<file path="config.mk">
export PLATFORM = sky130hd
export DESIGN_NAME = serial_cmd_decoder_core
export DESIGN_NICKNAME = d
export VERILOG_FILES = /design/src/rtl/serial_cmd_decoder_core.sv
export SDC_FILE = /design/constraint.sdc
export NUM_CORES = 1
export LEC_CHECK = 0
export CAP_MARGIN = 20
export CORE_MARGIN = 1
export CORE_UTILIZATION = 25
export DETAILED_ROUTE_END_ITERATION = 8
export SLEW_MARGIN = 25
export SYNTH_ARGS = -nofsm -noshare
export SYNTH_HDL_FRONTEND = slang
export SYNTH_SLANG_ARGS = --single-unit
</file>
<file path="constraint.sdc">
create_clock -name clk -period 2.4 [get_ports clk]
set_input_delay 0.48 -clock clk [delete_from_list [all_inputs] [get_ports clk]]
set_output_delay 0.48 -clock clk [all_outputs]
set_load 0.01 [all_outputs]
</file>
<file path="src/rtl/serial_cmd_decoder_core.sv">
// Frame decoder: pops FF FF 00 LEN payload EE EE from a byte FIFO and latches up to 8 payload bytes.
// Optional ack watchdog in DONE: define SERIAL_CMD_DECODER_ACK_TIMEOUT_EN.
module serial_cmd_decoder_core #(
  parameter int MAX_CMD_PAYLOAD_BYTES = 8,
  parameter int ACK_TIMEOUT_CYCLES    = 1024
) (
  input  logic       clk,
  input  logic       rst,
  input  logic       cmd_ready,
  input  logic [7:0] data,
  input  logic       cmd_processed_received,
  output logic       cmd_read_clk,
  output logic       cmd_processed,
  output logic [7:0] cmd_bytes_processed,
  output logic       cmd_decode_success,
  output logic [7:0] cmd_payload_r0,
  output logic [7:0] cmd_payload_r1,
  output logic [7:0] cmd_payload_r2,
  output logic [7:0] cmd_payload_r3,
  output logic [7:0] cmd_payload_r4,
  output logic [7:0] cmd_payload_r5,
  output logic [7:0] cmd_payload_r6,
  output logic [7:0] cmd_payload_r7
);

`ifdef SERIAL_CMD_DECODER_ACK_TIMEOUT_EN
  localparam bit ACK_TIMEOUT_EN = 1'b1;
`else
  localparam bit ACK_TIMEOUT_EN = 1'b0;
`endif
  localparam int ACK_CNT_W = $clog2(ACK_TIMEOUT_CYCLES) + 1;

  typedef enum logic [1:0] {IDLE, POP, LATCH, DONE} state_t;

  state_t               state_reg, state_next;
  logic [3:0]           k_reg, k_next;
  logic [3:0]           len_reg, len_next;
  logic [7:0]           payload_reg [8];
  logic [7:0]           payload_next [8];
  logic [7:0]           bytes_reg, bytes_next;
  logic                 success_reg, success_next;
  logic                 read_reg, processed_reg;
  logic                 ready_prev_reg;
  logic [ACK_CNT_W-1:0] ack_cnt_reg, ack_cnt_next;
  logic [3:0]           pl_idx;

  assign pl_idx = k_reg - 4'd4;

  always_comb begin
    state_next   = state_reg;
    k_next       = k_reg;
    len_next     = len_reg;
    payload_next = payload_reg;
    bytes_next   = bytes_reg;
    success_next = success_reg;
    ack_cnt_next = '0;
    case (state_reg)
      IDLE: begin
        if (cmd_ready && !ready_prev_reg) begin
          for (int i = 0; i < 8; i++) payload_next[i] = 8'h00;
          bytes_next   = 8'h00;
          success_next = 1'b0;
          k_next       = 4'd0;
          len_next     = 4'd0;
          state_next   = POP;
        end
      end
      POP: begin
        bytes_next = bytes_reg + 8'd1;
        state_next = LATCH;
      end
      LATCH: begin
        state_next = POP;
        k_next     = k_reg + 4'd1;
        // Any failing field falls through to DONE with success left at 0.
        if (k_reg < 4'd2) begin
          if (data != 8'hFF) state_next = DONE;
        end else if (k_reg == 4'd2) begin
          if (data != 8'h00) state_next = DONE;
        end else if (k_reg == 4'd3) begin
          if (data > 8'(MAX_CMD_PAYLOAD_BYTES)) state_next = DONE;
          else len_next = data[3:0];
        end else if (k_reg < 4'd4 + len_reg) begin
          payload_next[pl_idx[2:0]] = data;
        end else if (k_reg == 4'd4 + len_reg) begin
          if (data != 8'hEE) state_next = DONE;
        end else begin
          state_next = DONE;
          if (data == 8'hEE) success_next = 1'b1;
        end
      end
      DONE: begin
        ack_cnt_next = ack_cnt_reg + 1'b1;
        if (cmd_processed_received) state_next = IDLE;
        else if (ACK_TIMEOUT_EN && ack_cnt_reg == ACK_CNT_W'(ACK_TIMEOUT_CYCLES - 1))
          state_next = IDLE;
      end
      default: state_next = IDLE;
    endcase
  end

  always_ff @(posedge clk or negedge rst) begin
    if (!rst) begin
      state_reg      <= IDLE;
      k_reg          <= 4'd0;
      len_reg        <= 4'd0;
      bytes_reg      <= 8'h00;
      success_reg    <= 1'b0;
      read_reg       <= 1'b0;
      processed_reg  <= 1'b0;
      ready_prev_reg <= 1'b0;
      ack_cnt_reg    <= '0;
      for (int i = 0; i < 8; i++) payload_reg[i] <= 8'h00;
    end else begin
      state_reg      <= state_next;
      k_reg          <= k_next;
      len_reg        <= len_next;
      bytes_reg      <= bytes_next;
      success_reg    <= success_next;
      read_reg       <= (state_next == POP);
      processed_reg  <= (state_next == DONE);
      ready_prev_reg <= cmd_ready;
      ack_cnt_reg    <= ack_cnt_next;
      for (int i = 0; i < 8; i++) payload_reg[i] <= payload_next[i];
    end
  end

  assign cmd_read_clk        = read_reg;
  assign cmd_processed       = processed_reg;
  assign cmd_bytes_processed = bytes_reg;
  assign cmd_decode_success  = success_reg;
  assign cmd_payload_r0      = payload_reg[0];
  assign cmd_payload_r1      = payload_reg[1];
  assign cmd_payload_r2      = payload_reg[2];
  assign cmd_payload_r3      = payload_reg[3];
  assign cmd_payload_r4      = payload_reg[4];
  assign cmd_payload_r5      = payload_reg[5];
  assign cmd_payload_r6      = payload_reg[6];
  assign cmd_payload_r7      = payload_reg[7];

endmodule

</file>
==> results.md <==
- Non-filler cells, final: 590
- Post-synthesis sequential element count: 86
- DRC Markers: 0
- Share of the synthesized area in the top cell type: about 60%
- Htree depth: 3
- TritonCTS clock tree: yes
- IO buf count: 86
- Worst-path clk slew: 0.06 ns
- CP required: 2.67 ns
- CTS sink cnt: 86
- Clk_skew: around 0.0082 ns
- Syn Std Cell Area: ~0.0036 mm²
- FF-to-FF setup slack: 0.09 ns
- Site row count: 43
- Mean Syn Cell Area: 12.2 µm²
- Top post-synthesis cells by count: 86 x dfrtp_1, 40 x o2bb2ai_1, 25 x nand2_1, 24 x a32o_1, 15 x nand3_1
- Crit Path Class: flip-flop to flip-flop
- Die width: ~120 µm
- Clock Tree Root: clkbuf_16
- First-pass GRT wire length: 17.0 mm
- Final Cell Area: between 0.005 and 0.006 mm²
- TritonCTS buffer count: 9
- CP Capture Type: flip-flop
- Post-synth net total: 313
- Global-route track usage on met3: 3.75%
- Share of layout cells above drive strength 1: 15.6%
- Power Dens Cells: 1180 mW/mm²
- Max-Slew Margin vs Limit: 55.9%
- Final Hold Violating Endpoints: 0
- Largest net degree at the start of global routing: 45
- Leak: 2.16 nW
- # diodes: 0
- Primary FF master, synth: dfrtp_1
- Vias: 2,969
- Dpl cell area: just under 0.005 mm²
- Worst setup SP type: flip-flop
- Nets: 424
- Worst Reg-to-Reg Cells: 7
- Die height: 122 µm
- Initial Utilization: between 20% and 30%
- Number of global-route vias before repair: 3,133
- WL final: roughly 11 mm
- Initial antenna violation count: 0
- Overall die area: 0.0149 mm²
- Wirelength per Cell: between 15 and 20 µm
- Top Ports: 87
- Critical path peak fanout: 8
- M1 GR Usage: 20.1%
- Drt first-iter violations: 149
- Worst EP arrival: 2.58 ns
- Post-synthesis cell type count: 40
- First-pass iteration count of the detailed router: 4
- Slew Limit Fails: 0
- ANT nets after route: 0
- Maximum VDD drop: 0.574 mV
- Max-Cap Viols: 0
- Synth area leader: dfrtp_1
- Met2 Use GR: 23.3%
- Top cells by area, synth: dfrtp_1 60%, o2bb2ai_1 9.7%, a32o_1 6.7%
- Worst R2R End: cmd_payload_r2[3]$_DFFE_PN0P_
- Min-delay worst type: input port to asynchronous set/reset pin
- Fin crit share: 96.1%
- F_max: 434 MHz
- Cell Count Post-Placement: 574
- Vias/cell: 5.03
- CTS Buffer Depth: 2
- Post-synth EDFFs: 0
- Syn Inst Count: around 290
- Worst Tran Pin Value: 0.658 ns
- Post-layout min period: 2.31 ns
- Fin util: 37.4%
- Hpwl dp: roughly 7.4 mm
- Grt peak-use layer: met2
- Core ar.: around 0.014 mm²
- Status: completed
- Layout area overhead: 44.7%
- Critical R2R Launch: len_reg[2]$_DFFE_PN0P_
- Clock latency on the worst-skew pair: 0.34 ns
- Overall routing resource usage: 15.0%
- Yosys Warn Count: 0
- Final GP Congestion: 0.799
- Asr flop ratio synth: 100%
- Final Setup Violations: 0
- Count leader, synth: dfrtp_1
- Gr ovfl total: 0
- Seq/Total Area, Yosys: 59.8%
-- cell usage in the layout, fill, tap and decap left out, drive strengths merged, types with 2 or more instances in the layout --
master,netlist,layout
xnor2,2,2
and3,4,4
nor4,2,2
o211ai,2,2
clkdlybuf4s50,0,85
a21oi,4,4
buf,4,26
o311a,2,2
inv,6,6
o21ai,14,14
nor3,2,2
a32o,24,24
a31oi,6,6
o2bb2ai,40,40
xor2,5,5
nor2,15,15
clkbuf,7,11
clkinv,1,3
dfrtp,86,86
nor3b,2,2
nand4,3,3
nand3,15,15
nor2b,5,5
ha,7,7
clkinvlp,0,2
nand2,25,25
nand2b,2,2
-- per-layer routing --
metal	share of wire, %	up-vias	wire [µm]
met3	6.0	14	644
li1	-	1347	-
met5	0	-	0
met4	1.5	0	155
met2	47	95	5010
met1	45	1513	4840
-- critical path: stages, from the launching register on --
cell and delay, ns:
dfrtp_1 0.41, xnor2_1 0.15, ha_1 0.32, a21oi_1 0.26
nand3_2 0.18, o21ai_4 0.27, nor3b_4 0.42, a32o_1 0.22
-- where the power goes --
| group | switching (mW) | total, mW | internal [mW] | leakage [nW] |
|---|---|---|---|---|
| registers | 0.342 | 2.19 | 1.84 | 1.17 |
| clock network | 0.578 | 1.41 | 0.835 | 0.142 |
| logic | 1.33 | 2.55 | 1.22 | 0.840 |
-- area by class of cell --
cell class,instances,area [µm²]
fill,1354,8730
sequential,86,2150
clock buffer,11,243
timing repair buffer,111,1060
inverter,7,26.3
clock inverter,5,58.8
multi-input combinational,190,1440
tap,180,225
-- per-stage QoR --
step | setup WS, ns | total power, mW | TNS (ns) | hold WS, ns
after floorplan | 0.314 | 3.26 | 0 | 0.184
after global placement | -0.0883 | 4.59 | -3.72 | 0.479
after detailed placement | -0.143 | 4.65 | -6.55 | 0.474
after CTS | 0.00863 | 6.11 | 0 | 0.165
after global routing | -0.0755 | 6.52 | -2.04 | 0.188
final | 0.0947 | 6.15 | 0 | 0.143
-- logic make-up (layout without fill, tap and decap cells) --
logic type / after synthesis / in the layout / share of synthesized area [%]
multiplexers: 1 / 1 / 0.313
buffers and inverters: 18 / 134 / 2.02
AND/OR/NAND/NOR: 80 / 80 / 11.5
flip-flops: 86 / 86 / 59.8
XOR/XNOR: 7 / 7 / 1.70
adder cells (fa/ha/maj): 7 / 7 / 2.43
AO/OA/AOI/OAI: 95 / 95 / 22.2
-- what timing repair did --
action / in CTS / in global routing
setup endpoints to repair: 8 / 57
buffers inserted: 0 / 0
gates resized for setup: 2 / 11
gates cloned: 0 / 0
hold buffers: 0 / 0
pin swaps: 0 / 1
-- worst max-delay path by stage --
stage / startpoint / end / slack, ns / cells after the start
5_1_grt: len_reg[3]$_DFFE_PN0P_ / cmd_payload_r2[5]$_DFFE_PN0P_ / -0.08 / 7
3_5_place_dp: cmd_ready / cmd_payload_r1[0]$_DFFE_PN0P_ / -0.14 / 7
2_1_floorplan: k_reg[1]$_DFFE_PN0P_ / cmd_payload_r2[0]$_DFFE_PN0P_ / 0.31 / 7
4_1_cts: k_reg[0]$_DFFE_PN0P_ / cmd_payload_r0[3]$_DFFE_PN0P_ / 0.009 / 8
3_3_place_gp: cmd_ready / cmd_payload_r1[2]$_DFFE_PN0P_ / -0.09 / 7
6_report: len_reg[2]$_DFFE_PN0P_ / cmd_payload_r2[3]$_DFFE_PN0P_ / 0.09 / 7
(Power assumes the default switching activity.)
